**src/rtl/fifo_arb_pkg.sv**
```systemverilog
// Shared types and helpers for the FIFO write-port arbiter.
// Optional feature macro: FIFO_WARB_BURST_EN (see fifo_wr_arbiter.sv).
package fifo_arb_pkg;

    // Output-beat FSM: IDLE = no beat held, BUSY = beat offered to the FIFO,
    // FULL = beat held back by a full FIFO.
    typedef enum logic [1:0] {
        S_IDLE = 2'd0,
        S_BUSY = 2'd1,
        S_FULL = 2'd2
    } state_t;

    // Index width for a requester count; never below 1 bit.
    function automatic int clog2(input int value);
        int width;
        width = 1;
        while ((1 << width) < value) begin
            width = width + 1;
        end
        return width;
    endfunction

endpackage

```
**src/rtl/fifo_wr_arbiter_if.sv**
```systemverilog
// Requester handshake plus FIFO write-port signals of the write arbiter.
// master: the requesters and the FIFO; slave: the arbiter itself.
interface fifo_wr_arbiter_if #(
    parameter int NREQ   = 4,
    parameter int DATA_W = 8
);
    import fifo_arb_pkg::*;

    localparam int GNT_W = clog2(NREQ);

    logic [NREQ-1:0]        i_req_valid;
    logic [NREQ*DATA_W-1:0] i_req_data;
    logic [NREQ-1:0]        o_req_ready;
    logic                   i_wfull;
    logic                   o_winc;
    logic [DATA_W-1:0]      o_wdata;
    logic [GNT_W-1:0]       o_gnt_id;
    logic                   o_busy;

    modport master (
        output i_req_valid,
        output i_req_data,
        output i_wfull,
        input  o_req_ready,
        input  o_winc,
        input  o_wdata,
        input  o_gnt_id,
        input  o_busy
    );

    modport slave (
        input  i_req_valid,
        input  i_req_data,
        input  i_wfull,
        output o_req_ready,
        output o_winc,
        output o_wdata,
        output o_gnt_id,
        output o_busy
    );

endinterface

```
**src/rtl/fifo_wr_arbiter_rr_arbiter.sv**
```systemverilog
// Combinational round-robin pick: the first valid requester at or after ptr,
// wrapping NREQ-1 -> 0. Produces a one-hot grant, its index and an any flag.
module rr_arbiter
    import fifo_arb_pkg::*;
#(
    parameter int NREQ  = 4,
    parameter int GNT_W = 2
) (
    input  logic [NREQ-1:0]  valid,
    input  logic [GNT_W-1:0] ptr,
    output logic [NREQ-1:0]  grant,
    output logic [GNT_W-1:0] winner,
    output logic             any
);

    // ptr + offset modulo NREQ; ptr is always below NREQ so one subtraction suffices.
    function automatic logic [GNT_W-1:0] wrap_add(input logic [GNT_W-1:0] base, input int offset);
        int sum;
        sum = int'(base) + offset;
        if (sum >= NREQ) begin
            sum = sum - NREQ;
        end
        return GNT_W'(sum);
    endfunction

    // Scan from the pointer outward; the first hit wins and later hits are ignored.
    always_comb begin
        // NOTE: every output gets a default before the loop so no path leaves one unassigned (no latch).
        grant  = '0;
        winner = '0;
        any    = 1'b0;
        for (int offset = 0; offset < NREQ; offset++) begin
            if (!any && valid[wrap_add(ptr, offset)]) begin
                any                          = 1'b1;
                winner                       = wrap_add(ptr, offset);
                grant[wrap_add(ptr, offset)] = 1'b1;
            end
        end
    end

endmodule

```
**src/rtl/fifo_wr_arbiter.sv**
```systemverilog
// Shares the single async-FIFO write port among NREQ write-domain requesters.
// Round-robin grant, one registered output beat (o_winc/o_wdata) that waits out i_wfull.
// Optional feature macro: FIFO_WARB_BURST_EN -- when defined the granted requester keeps
// priority for up to BURST_LEN (1..7) consecutive beats; otherwise the pointer advances
// after every accepted beat and BURST_LEN is ignored.
module fifo_wr_arbiter
    import fifo_arb_pkg::*;
#(
    parameter int NREQ      = 4,
    parameter int DATA_W    = 8,
    parameter int BURST_LEN = 4
) (
    input  logic            i_wclk,
    input  logic            i_wrst_n,
    fifo_wr_arbiter_if.slave bus
);

    localparam int GNT_W = clog2(NREQ);

    state_t            state;
    state_t            state_nxt;
    logic [GNT_W-1:0]  ptr;
    logic [GNT_W-1:0]  ptr_nxt;
    logic [NREQ-1:0]   grant;
    logic [GNT_W-1:0]  winner;
    logic              any_valid;
    logic              winc;
    logic              load_en;
    logic              accept;
    logic [NREQ-1:0]   ready;
    logic [DATA_W-1:0] wdata_q;
    logic [GNT_W-1:0]  gnt_q;

    // Index following idx, wrapping NREQ-1 -> 0.
    function automatic logic [GNT_W-1:0] next_idx(input logic [GNT_W-1:0] idx);
        return (int'(idx) == NREQ - 1) ? '0 : idx + 1'b1;
    endfunction

    rr_arbiter #(
        .NREQ  (NREQ),
        .GNT_W (GNT_W)
    ) u_rr_arbiter (
        .valid  (bus.i_req_valid),
        .ptr    (ptr),
        .grant  (grant),
        .winner (winner),
        .any    (any_valid)
    );

    // A beat is held whenever the FSM is out of IDLE; the output register can take a new
    // beat when it is empty or its current beat is written this cycle.
    assign winc    = (state != S_IDLE);
    assign load_en = !winc || !bus.i_wfull;

    // Ready is masked during reset so a requester holding valid is never accepted then.
    assign ready  = grant & {NREQ{load_en & i_wrst_n}};
    assign accept = any_valid & load_en & i_wrst_n;

    assign bus.o_req_ready = ready;
    assign bus.o_winc      = winc;
    assign bus.o_busy      = winc;
    assign bus.o_wdata     = wdata_q;
    assign bus.o_gnt_id    = gnt_q;

    // Next state of the output-beat FSM.
    always_comb begin
        state_nxt = state;
        case (state)
            S_IDLE: begin
                if (accept) begin
                    state_nxt = S_BUSY;
                end
            end
            S_BUSY: begin
                if (bus.i_wfull) begin
                    state_nxt = S_FULL;
                end else if (!accept) begin
                    state_nxt = S_IDLE;
                end
            end
            S_FULL: begin
                if (!bus.i_wfull) begin
                    state_nxt = accept ? S_BUSY : S_IDLE;
                end
            end
            default: state_nxt = S_IDLE;
        endcase
    end

    // FSM state register.
    always_ff @(posedge i_wclk or negedge i_wrst_n) begin
        if (!i_wrst_n) begin
            state <= S_IDLE;
        end else begin
            // NOTE: clocked state uses non-blocking assignment so every register samples pre-edge values.
            state <= state_nxt;
        end
    end

    // Output beat register: loads only on accept, otherwise holds data and owner so a
    // stalled or drained beat keeps its value.
    always_ff @(posedge i_wclk or negedge i_wrst_n) begin
        if (!i_wrst_n) begin
            wdata_q <= '0;
            gnt_q   <= '0;
        end else if (accept) begin
            wdata_q <= bus.i_req_data[int'(winner)*DATA_W +: DATA_W];
            gnt_q   <= winner;
        end
    end

`ifdef FIFO_WARB_BURST_EN
    localparam logic [2:0] BURST_MAX = 3'(BURST_LEN);

    logic [2:0] burst_cnt;
    logic [2:0] burst_cnt_nxt;

    // Burst bookkeeping: the count restarts at 1 on a new owner (or after a full burst);
    // the pointer stays on the owner until the burst is used up, then moves past it.
    // An owner that drops valid is skipped by the arbiter scan, handing over at once.
    always_comb begin
        burst_cnt_nxt = burst_cnt;
        ptr_nxt       = ptr;
        if (accept) begin
            if (winner != gnt_q || burst_cnt == 3'd0 || burst_cnt >= BURST_MAX) begin
                burst_cnt_nxt = 3'd1;
            end else begin
                burst_cnt_nxt = burst_cnt + 3'd1;
            end
            ptr_nxt = (burst_cnt_nxt >= BURST_MAX) ? next_idx(winner) : winner;
        end
    end

    // Burst counter register.
    always_ff @(posedge i_wclk or negedge i_wrst_n) begin
        if (!i_wrst_n) begin
            burst_cnt <= 3'd0;
        end else begin
            burst_cnt <= burst_cnt_nxt;
        end
    end
`else
    // Strict per-beat round robin: the pointer moves past every accepted requester.
    always_comb begin
        ptr_nxt = ptr;
        if (accept) begin
            ptr_nxt = next_idx(winner);
        end
    end
`endif

    // Round-robin pointer register; it only changes on an accept.
    always_ff @(posedge i_wclk or negedge i_wrst_n) begin
        if (!i_wrst_n) begin
            ptr <= '0;
        end else begin
            ptr <= ptr_nxt;
        end
    end

endmodule

```
**src/flat_wrapper.sv**
```systemverilog
// flat-port wrapper written by rule: the top's interface ports become plain ports
module fifo_wr_arbiter_flat import fifo_arb_pkg::*;
#(
    parameter int NREQ      = 4,
    parameter int DATA_W    = 8,
    parameter int BURST_LEN = 4
)
  (i_wclk, i_wrst_n, bus_i_req_valid, bus_i_req_data, bus_i_wfull, bus_o_req_ready, bus_o_winc, bus_o_wdata, bus_o_gnt_id, bus_o_busy);
  fifo_wr_arbiter_if #(.NREQ(NREQ), .DATA_W(DATA_W)) bus_i ();
  input  logic i_wclk;
  input  logic i_wrst_n;
  input wire logic [$bits(bus_i.i_req_valid)-1:0] bus_i_req_valid;
  input wire logic [$bits(bus_i.i_req_data)-1:0] bus_i_req_data;
  input wire logic [$bits(bus_i.i_wfull)-1:0] bus_i_wfull;
  output wire logic [$bits(bus_i.o_req_ready)-1:0] bus_o_req_ready;
  output wire logic [$bits(bus_i.o_winc)-1:0] bus_o_winc;
  output wire logic [$bits(bus_i.o_wdata)-1:0] bus_o_wdata;
  output wire logic [$bits(bus_i.o_gnt_id)-1:0] bus_o_gnt_id;
  output wire logic [$bits(bus_i.o_busy)-1:0] bus_o_busy;
  assign bus_i.i_req_valid = bus_i_req_valid;
  assign bus_i.i_req_data = bus_i_req_data;
  assign bus_i.i_wfull = bus_i_wfull;
  assign bus_o_req_ready = bus_i.o_req_ready;
  assign bus_o_winc = bus_i.o_winc;
  assign bus_o_wdata = bus_i.o_wdata;
  assign bus_o_gnt_id = bus_i.o_gnt_id;
  assign bus_o_busy = bus_i.o_busy;
  fifo_wr_arbiter #(.NREQ(NREQ), .DATA_W(DATA_W), .BURST_LEN(BURST_LEN)) u_core (.i_wclk(i_wclk), .i_wrst_n(i_wrst_n), .bus(bus_i));
endmodule
```
**config.mk**
```make
export PLATFORM = sky130hd
export DESIGN_NAME = fifo_wr_arbiter_flat
export DESIGN_NICKNAME = d
export VERILOG_FILES = /design/src/rtl/fifo_arb_pkg.sv /design/src/rtl/fifo_wr_arbiter_if.sv /design/src/rtl/fifo_wr_arbiter_rr_arbiter.sv /design/src/rtl/fifo_wr_arbiter.sv /design/src/flat_wrapper.sv
export SDC_FILE = /design/constraint.sdc
export NUM_CORES = 1
export LEC_CHECK = 0
export CAP_MARGIN = 25
export CORE_MARGIN = 2
export CORE_UTILIZATION = 40
export CTS_BUF_LIST = sky130_fd_sc_hd__clkbuf_8 sky130_fd_sc_hd__clkbuf_16
export CTS_CLUSTER_DIAMETER = 120
export DETAILED_ROUTE_END_ITERATION = 8
export DONT_BUFFER_PORTS = 1
export HOLD_SLACK_MARGIN = 0.1
export PLACE_DENSITY = 0.51
export SLEW_MARGIN = 20
export SYNTH_ARGS = -nofsm -noshare
export SYNTH_HDL_FRONTEND = slang
export SYNTH_SLANG_ARGS = --single-unit
export TNS_END_PERCENT = 50
```
**constraint.sdc**
```tcl
create_clock -name i_wclk -period 4.2 [get_ports i_wclk]
set_clock_uncertainty 0.05 [all_clocks]
set_input_delay 0.21 -clock i_wclk [delete_from_list [all_inputs] [get_ports i_wclk]]
set_output_delay 0.21 -clock i_wclk [all_outputs]
set_load 0.03 [all_outputs]
```
==> results of run 1 <==
Yosys cell counts, types with 2 or more instances:
| cell | instances | area (sq um) |
|---|---|---|
| a2111oi_2 | 6 | 90.1 |
| a21o_1 | 3 | 22.5 |
| a21oi_1 | 3 | 15.0 |
| a22oi_1 | 4 | 30.0 |
| a31oi_1 | 6 | 37.5 |
| and3_1 | 6 | 37.5 |
| buf_2 | 4 | 20.0 |
| buf_4 | 2 | 15.0 |
| buf_6 | 2 | 22.5 |
| clkbuf_1 | 7 | 26.3 |
| dfrtp_1 | 14 | 350 |
| ha_1 | 7 | 87.6 |
| inv_1 | 4 | 15.0 |
| mux2i_1 | 17 | 170 |
| mux4_2 | 3 | 67.6 |
| nand2_1 | 15 | 56.3 |
| nand2b_1 | 2 | 12.5 |
| nand3_1 | 7 | 35.0 |
| nand3b_1 | 7 | 52.6 |
| nor2_1 | 5 | 18.8 |
| o21ai_0 | 10 | 50.1 |
| o22ai_1 | 8 | 50.1 |
| or2_1 | 5 | 31.3 |
| xor2_1 | 2 | 17.5 |
power groups by stage:
stage	Clock, mW	Sequential (mW)	Combinational (mW)
final	0.130	0.350	0.853
after global routing	0.138	0.360	0.937
after CTS	0.132	0.351	0.854
after detailed placement	0	0.352	0.848
after global placement	0	0.349	0.821
after floorplan	0	0.341	0.742
metrics by stage:
stage                     instances  worst slack [ps]  hold WS, ps  instance area (sq um)
after floorplan                 170               953         -136                   1540
after global placement          208              1030         -135                   1560
after detailed placement        208               867         -135                   1560
after CTS                       214               591          119                   1630
after global routing            215               367          130                   1640
final                           215               599          113                   1640
layer usage:
| layer | vias up | share of wire (%) |
|---|---|---|
| li1 | 641 | - |
| met2 | 34 | 47 |
| met1 | 632 | 46 |
| met5 | - | 0 |
| met4 | 0 | 0.92 |
| met3 | 4 | 6.3 |
registers in the layout, summed over array words and instances (netlist names):
signal and cells:
u_core.bus.o_wdata 8, u_core.bus.o_gnt_id 2, u_core.ptr 2, u_core.state 2
cell families after synthesis:
group | count (synthesis) | synth area share, %
xor+xnor | 2 | 1.14
compound gates | 53 | 28.6
flops | 14 | 22.8
mux | 21 | 16.2
buf+inv | 20 | 6.67
simple gates | 53 | 19.0
fa+ha+maj | 7 | 5.70
path summary, 6_finish.rpt:
check,depth (start not counted),endpoint,startpoint
worst max register to register,7,u_core.bus.o_wdata[2],u_core.ptr[1]
worst min-delay path,2,u_core.bus.o_wdata[0],bus_i_req_data[24]
worst min register to register,1,u_core.state[0],u_core.state[0]
min in group asynchronous,1,u_core.bus.o_wdata[6],i_wrst_n
worst max-delay path,8,bus_o_req_ready[3],u_core.ptr[1]
max in group asynchronous,1,u_core.bus.o_wdata[7],i_wrst_n
final cells by class:
type	instances	area, sq um	share of cell area [%]
multi-input cells	136	1080	66.2
flip-flops and latches	14	350	21.4
repair buffers	9	72.6	4.43
well taps	48	60.1	3.67
clock buffers	4	55.1	3.36
inverters	4	15.0	0.917
==> run summary, run 1 <==
Mean Syn Cell Area - 9.05 sq um
Unique masters post-synth - 45
Core Box Area - 0.00369 sq mm
overall power - 1.33 mW
Clock Sinks - 14
Final Critical Period - 3600 ps
Nets - 214
Worst EP arrival - 3340 ps
Avg WL per Cell - 17.7 um
initial core utilization - 41.7%
met2 usage - 29.0%
DR vias - 1,311
Post-Route WL - 3.81 mm
number of synthesized flops with an enable pin - 0
Ys Warns - 0
clock-pin slew on the worst setup and hold paths - 60 ps
Setup CP Type - flop to primary output
clock power share - 9.8%
H-tree Lvls - 1
Fin. Hold Viols - 0
Seq cells post-synth - 14
Antenna Violating Nets Remaining - 0
post-synth net total - 216
Leak - 0.662 nW
Hold-fix buffers, CTS - 2
slowest stage delay, CP - 620 ps
Port-buffer cells - 0
Hold Crit Class - input port to flop
DR iter-0 viols - 61
share of layout cells above drive strength 1 - 15.6%
met3 Use GR - 3.07%
final setup fails - 0
RSZ-0062 raised after global routing - no
P_sw - 692 uW
CTS Buffer Depth - 2
worst-margin pin slew - 632 ps
grt peak-use layer - met2
die area - 0.00436 sq mm
cts repair resizes - 0
Die H - 66 um
grt ovf - 0
area grow syn2layout - 6.51%
most common cell after layout, fill and taps aside - mux2i_1
sequence of cells on the critical path - inv_1 -> ha_1 -> mux4_2 -> nor2b_2 -> a22oi_1 -> or2_1 -> a31oi_1 -> buf_4
sw frac - 51.9%
Ports - 55
R2R Setup Slk - 900 ps
Die X - 66 um
PwrDens - 814 mW/mm^2
HPWL Detailed - 2.86 mm
Pint - 642 uW
critical path launch point type - flop
first-pass GRT wire length - 5.93 mm
router iterations before antenna repair - 4
gpl congestion - 0.831
commonest cells after routing, fill and taps aside - mux2i_1 (17), nand2_1 (15), dfrtp_1 (14), o21ai_0 (10), o22ai_1 (8)
vias in the first global route - 1,245
pin count of the biggest net entering global routing - 29
Slew Limit Fails - 0
critical path capture point type - primary output
clock latency reported for the late side of the worst-skew pair - 240 ps
post-CTS setup buffer count - 0
Remaining DRCs - 0
Slew Limit Headroom - 57.7%
root buf cell - clkbuf_8
Mapped Cells - 170
DR vias/cell - 6.10
post-synthesis instance area - 0.00154 sq mm
Logic pwr share - 64.0%
max-cap viol count - 0
asr flop ratio synth - 100%
Max Fclk - 278 MHz
initial antenna violation count - 0
Fill cells - 369
Tot GR Track Use - 17.6%
Bufs and invs on worst path - 2
TNS Setup - 0 ps
CP Max Fanout - 11
global-route met1 utilization - 23.0%
CP max-delay cell - mux4_2
Num CTS Buffers - 3
Req. time, crit path - 3940 ps
n_diodes - 0
top_reg_cell synth - dfrtp_1
sequential area share after synthesis - 22.8%
CTS tree - built
Seq pwr share - 26.3%
CP delay by family, top - simple AND/OR/NAND/NOR gates
row cnt - 22
part of the cycle the worst path needs - 85.7%
run status - complete, no violations
peak supply drop - 400 uV
Core Util, Final - 44.4%
(Power assumes the default switching activity.)
==> run 2: changes to the inputs <==
CORE_MARGIN = 3   (was 2)
SLEW_MARGIN = 15   (was 20)
SYNTH_HIERARCHICAL = 1   (was unset)
==> run 2 against run 1 <==
Sequential cell count unchanged. Sequential power is 10% higher. Critical endpoint is now u_core/bus.o_wdata[6]. Total power is 0.29% lower. Combinational power down 4.2%.
==> run summary, run 2 <==
Hold Crit Class - input port to flop
CP Max Fanout - 14
Avg WL per Cell - 18.7 um
hold path startpoint - bus_i_req_data[5]
cts repair resizes - 0
reg2reg path depth - 9
run status - complete, no violations
hold path endpoint - u_core/bus.o_wdata[5]
Seq cells post-synth - 14
CTS tree - built
row cnt - 19
grt ovf - 0
hold slack - 276 ps
Core Box Area - 0.00283 sq mm
Die X - 61.0 um
Hold Crit Depth - 2
Slew Limit Fails - 0
asr flop ratio synth - 100%
clock latency reported for the late side of the worst-skew pair - 240 ps
Post-Route WL - 2.36 mm
share of layout cells above drive strength 1 - 36.8%
post-synthesis instance area - 0.00121 sq mm
Nets - 141
Req. time, crit path - 4270 ps
DR iter-0 viols - 26
sequential area share after synthesis - 29.0%
number of synthesized flops with an enable pin - 0
peak supply drop - 509 uV
clock-pin slew on the worst setup and hold paths - 60 ps
CTS Buffer Depth - 2
RR Endpoint - u_core/bus.o_wdata[6]
HPWL Detailed - 1.83 mm
pin count of the biggest net entering global routing - 15
Remaining DRCs - 0
critical path launch point type - flop
Num CTS Buffers - 3
DR vias - 806
post-CTS setup buffer count - 0
Leak - 0.520 nW
Ys Warns - 6
vias in the first global route - 830
Ports - 55
max reg flops - 8
most common cell after layout, fill and taps aside - dfrtp_1
main area contributors after synthesis - dfrtp_1 (29%), mux4_2 (19%), mux2_2 (12%)
R2R Setup Slk - 860 ps
H-tree Lvls - 1
Slew Limit Headroom - 58.9%
most common cell in the netlist - dfrtp_1
post-synth top area share - 29.0%
part of the cycle the worst path needs - 79.6%
PwrDens - 1040 mW/mm^2
die area - 0.00372 sq mm
final setup fails - 0
router iterations before antenna repair - 4
Antenna Violating Nets Remaining - 0
initial antenna violation count - 0
origin of the critical flop-to-flop path - u_core/ptr[0]
Final Critical Period - 3340 ps
TNS Setup - 0 ps
Worst EP arrival - 3420 ps
initial core utilization - 42.7%
Hold-fix buffers, CTS - 2
DR vias/cell - 6.40
Max Fclk - 299 MHz
dominant cell type by area after synthesis - dfrtp_1
gpl congestion - 0.741
worst-margin pin slew - 614 ps
commonest cells in the netlist - dfrtp_1 (14), mux2_2 (13), mux4_2 (10)
n_diodes - 0
Setup CP Type - flop to flop
first-pass GRT wire length - 3.86 mm
critical path capture point type - flop
area grow syn2layout - 5.49%
top_reg_cell synth - dfrtp_1
RSZ-0062 raised after global routing - no
Die H - 61.0 um
post-synth net total - 140
Fin. Hold Viols - 0
commonest cells after routing, fill and taps aside - dfrtp_1 (14), mux2_2 (13), mux4_2 (10), a22oi_1 (8), ha_1 (6)
Port-buffer cells - 0
max-cap viol count - 0
overall power - 1.33 mW
Mapped Cells - 95
Clock Sinks - 14
Tot GR Track Use - 14.0%
root buf cell - clkbuf_8
Mean Syn Cell Area - 12.7 sq um
Unique masters post-synth - 31
[run 2: changes by cell type in the layout (fill, tap and decap cells not counted), sizes merged, moves of 7 or more]
| cell | before | now |
|---|---|---|
| a2111oi | 7 | 0 |
| nand2 | 15 | 1 |
| mux2 | 1 | 14 |
| mux2i | 17 | 1 |
| nand3b | 7 | 0 |
| mux4 | 3 | 12 |
| o22ai | 8 | 0 |
[run 2: per-layer routing]
metal | share of wire (%) | up-vias | global-route usage [%]
li1 | - | 374 | -
met5 | 0 | - | 0
met2 | 47 | 35 | 22.0
met4 | 0 | 0 | 0.929
met1 | 44 | 397 | 18.8
met3 | 9.2 | 0 | 6.17
[run 2: kinds of logic after synthesis]
logic type / share of synthesized area [%]
simple gates: 9.32
compound gates: 11.4
fa+ha+maj: 6.21
flops: 29.0
mux: 37.2
buf+inv: 6.21
xor+xnor: 0.725
[run 2: where the power goes]
part / internal (mW) / switching, mW / leakage, nW / total (mW)
registers: 0.205 / 0.181 / 0.167 / 0.385
logic: 0.425 / 0.392 / 0.324 / 0.817
clock network: 0.0829 / 0.0449 / 0.0288 / 0.128
[run 2: area by class of cell]
| cell class | count | area [sq um] |
|---|---|---|
| Inverter | 4 | 15.0 |
| Sequential cell | 14 | 350 |
| Timing Repair Buffer | 3 | 27.5 |
| Clock buffer | 4 | 55.1 |
| Fill cell | 264 | 1550 |
| Tap cell | 31 | 38.8 |
| Multi-Input combinational cell | 70 | 788 |
[run 2: critical path, stage by stage (launching register included)]
cell and delay, ps:
dfrtp_1 680, inv_1 140, ha_1 370, mux4_2 440, and2b_2 300, o21ai_0 100
o31ai_2 100, buf_4 260, mux4_2 520, mux2_2 270
[run 2: through the flow]
| step | setup WS (ps) | utilization (%) | cells | area, sq um |
|---|---|---|---|---|
| 3_3_place_gp | 945 | 42.4 | 120 | 1200 |
| 4_1_cts | 846 | 45.1 | 126 | 1270 |
| 2_1_floorplan | 1260 | - | 95 | 1210 |
| 3_5_place_dp | 860 | 42.4 | 120 | 1200 |
| 5_1_grt | 552 | 45.1 | 126 | 1270 |
| 6_report | 858 | 45.1 | 126 | 1270 |
[run 2: how the worst max path moves through the flow]
stage                        from  depth (start not counted)                    end
global placement    u_core/ptr[0]                          9  u_core/bus.o_wdata[6]
CTS                 u_core/ptr[0]                          9  u_core/bus.o_wdata[6]
finish              u_core/ptr[0]                          9  u_core/bus.o_wdata[6]
floorplan           u_core/ptr[0]                         10  u_core/bus.o_wdata[4]
global route        u_core/ptr[0]                          7  u_core/bus.o_wdata[0]
detailed placement  u_core/ptr[0]                          9  u_core/bus.o_wdata[6]
==> run 3: changes to the inputs <==
PLACE_DENSITY = 0.53   (was 0.51)
clock period = 2.9 ns   (was 4.2 ns; I/O delays follow)
==> run 3 against run 2 <==
Sequential power up 33%. Cell area up 7.9%. Clock power up 46%. Hold slack worse by 64 ps. Critical path depth unchanged. Largest cell class unchanged.
==> run summary, run 3 (synthesized netlist as in run 2, its figures left out) <==
hold slack - 212 ps
Max Fclk - 368 MHz
initial antenna violation count - 0
max reg flops - 8
worst-margin pin slew - 641 ps
Cell Count, Final, Fillers Out - 137
peak supply drop - 720 uV
initial core utilization - 42.7%
final setup fails - 0
Setup CP Type - flop to flop
TNS Setup - 0 ps
run status - complete, no violations
die area - 0.00372 sq mm
Fill cells - 251
max-cap viol count - 0
clock-pin slew on the worst setup and hold paths - 60 ps
Antenna Violating Nets Remaining - 0
Remaining DRCs - 0
Port-buffer cells - 0
sequence of cells on the critical path - inv_1 -> ha_4 -> mux4_2 -> buf_4 -> nor4b_4 -> nor2_1 -> a32o_2 -> mux4_2 -> mux2_2
Core Box Area - 0.00283 sq mm
Die H - 61.0 um
Leak - 0.575 nW
Crit path top cell by count - mux4_2
RSZ-0062 raised after global routing - no
Slew Limit Headroom - 57.1%
gpl congestion - 0.820
vias in the first global route - 864
row cnt - 19
dpl cells - 128
slowest stage delay, CP - 360 ps
met3 Use GR - 5.74%
root buf cell - clkbuf_8
first-pass GRT wire length - 3.78 mm
Tot GR Track Use - 13.6%
met2 usage - 24.3%
Final Critical Period - 2720 ps
DR vias - 861
router iterations before antenna repair - 4
share of layout cells above drive strength 1 - 46.2%
most common cell after layout, fill and taps aside - dfrtp_1
pin count of the biggest net entering global routing - 15
H-tree Lvls - 1
grt ovf - 0
Die X - 61.0 um
Fin. Hold Viols - 0
clock latency reported for the late side of the worst-skew pair - 240 ps
DP Worst Slack - 50.7 ps
part of the cycle the worst path needs - 93.7%
commonest cells after routing, fill and taps aside - dfrtp_1 (14), mux2_2 (13), buf_4 (12), mux4_2 (11), a22oi_1 (8)
Avg WL per Cell - 17.6 um
PwrDens - 1540 mW/mm^2
Num CTS Buffers - 3
CTS Buffer Depth - 2
critical path capture point type - flop
Req. time, crit path - 2980 ps
grt peak-use layer - met2
Clock Sinks - 14
DR iter-0 viols - 25
Core Util, Final - 48.7%
CP Max Fanout - 10
Nets - 152
CTS tree - built
Post-Route WL - 2.41 mm
Ports - 55
Slew Limit Fails - 0
area grow syn2layout - 13.9%
DR vias/cell - 6.28
Worst EP arrival - 2790 ps
n_diodes - 0
Hold Crit Class - input port to flop
post-route setup slack - 183 ps
HPWL Detailed - 1.89 mm
CP max-delay cell - dfrtp_1
global-route met1 utilization - 15.8%
critical path launch point type - flop
[run 3: changes by cell type in the layout (fill, tap and decap cells not counted)]
cell	previous run	this run
o21ai_1	0	1
ha_1	6	5
o31ai_2	1	0
o21ai_0	5	4
a32o_2	0	1
mux4_1	2	1
buf_4	1	12
mux4_2	10	11
a32o_1	1	0
o31ai_4	0	1
ha_4	0	1
[run 3: path summary, 6_finish.rpt]
| path | end | cells past startpoint | slack [ps] | startpoint |
|---|---|---|---|---|
| min reg2reg | u_core/state[0] | 1 | 480 | u_core/state[1] |
| max reg2reg | u_core/bus.o_wdata[2] | 9 | 180 | u_core/ptr[1] |
| min in group asynchronous | u_core/bus.o_wdata[3] | 1 | 320 | i_wrst_n |
| min | u_core/state[0] | 2 | 210 | i_wrst_n |
| max in group asynchronous | u_core/ptr[1] | 1 | 2070 | i_wrst_n |
| max | u_core/bus.o_wdata[2] | 9 | 180 | u_core/ptr[1] |
[run 3: final cells by class]
type,instances,area (sq um),share of cell area [%]
clock buffers,4,55.1,4.00
multi-input cells,70,807,58.6
flip-flops and latches,14,350,25.5
repair buffers,14,110,8.00
well taps,31,38.8,2.82
inverters,4,15.0,1.09
[run 3: repair_timing]
item                                   in CTS  in global routing
hold buffers                                2                  0
endpoints found under the hold margin      15                  0
buffers inserted                            0                  3
resized for setup                           0                  4
setup endpoints to repair                   0                 10
[run 3: power breakdown]
group / internal [mW] / total [mW] / switching, mW
clock network: 0.120 / 0.187 / 0.0665
logic: 0.767 / 1.43 / 0.661
registers: 0.297 / 0.512 / 0.215
[run 3: metrics by stage]
stage / total power, mW / instance area, sq um
after floorplan: 1.66 / 1220
after global placement: 1.85 / 1270
after detailed placement: 1.87 / 1270
after CTS: 2.07 / 1350
after global routing: 2.30 / 1380
final: 2.13 / 1380
[run 3: metal layers]
| metal | part of all wire (%) | routed length, um |
|---|---|---|
| met5 | 0 | 0 |
| met4 | 0 | 0 |
| met3 | 9.3 | 223 |
| met2 | 50 | 1210 |
| met1 | 40 | 968 |
[run 3: critical path: cells and delay by family (launching register included)]
| family | cells | cell delay, ps |
|---|---|---|
| AO/OA/AOI/OAI | 1 | 330 |
| adder cells (fa/ha/maj) | 1 | 300 |
| buffers and inverters | 2 | 280 |
| flip-flops | 1 | 360 |
| multiplexers | 3 | 950 |
| AND/OR/NAND/NOR | 2 | 340 |
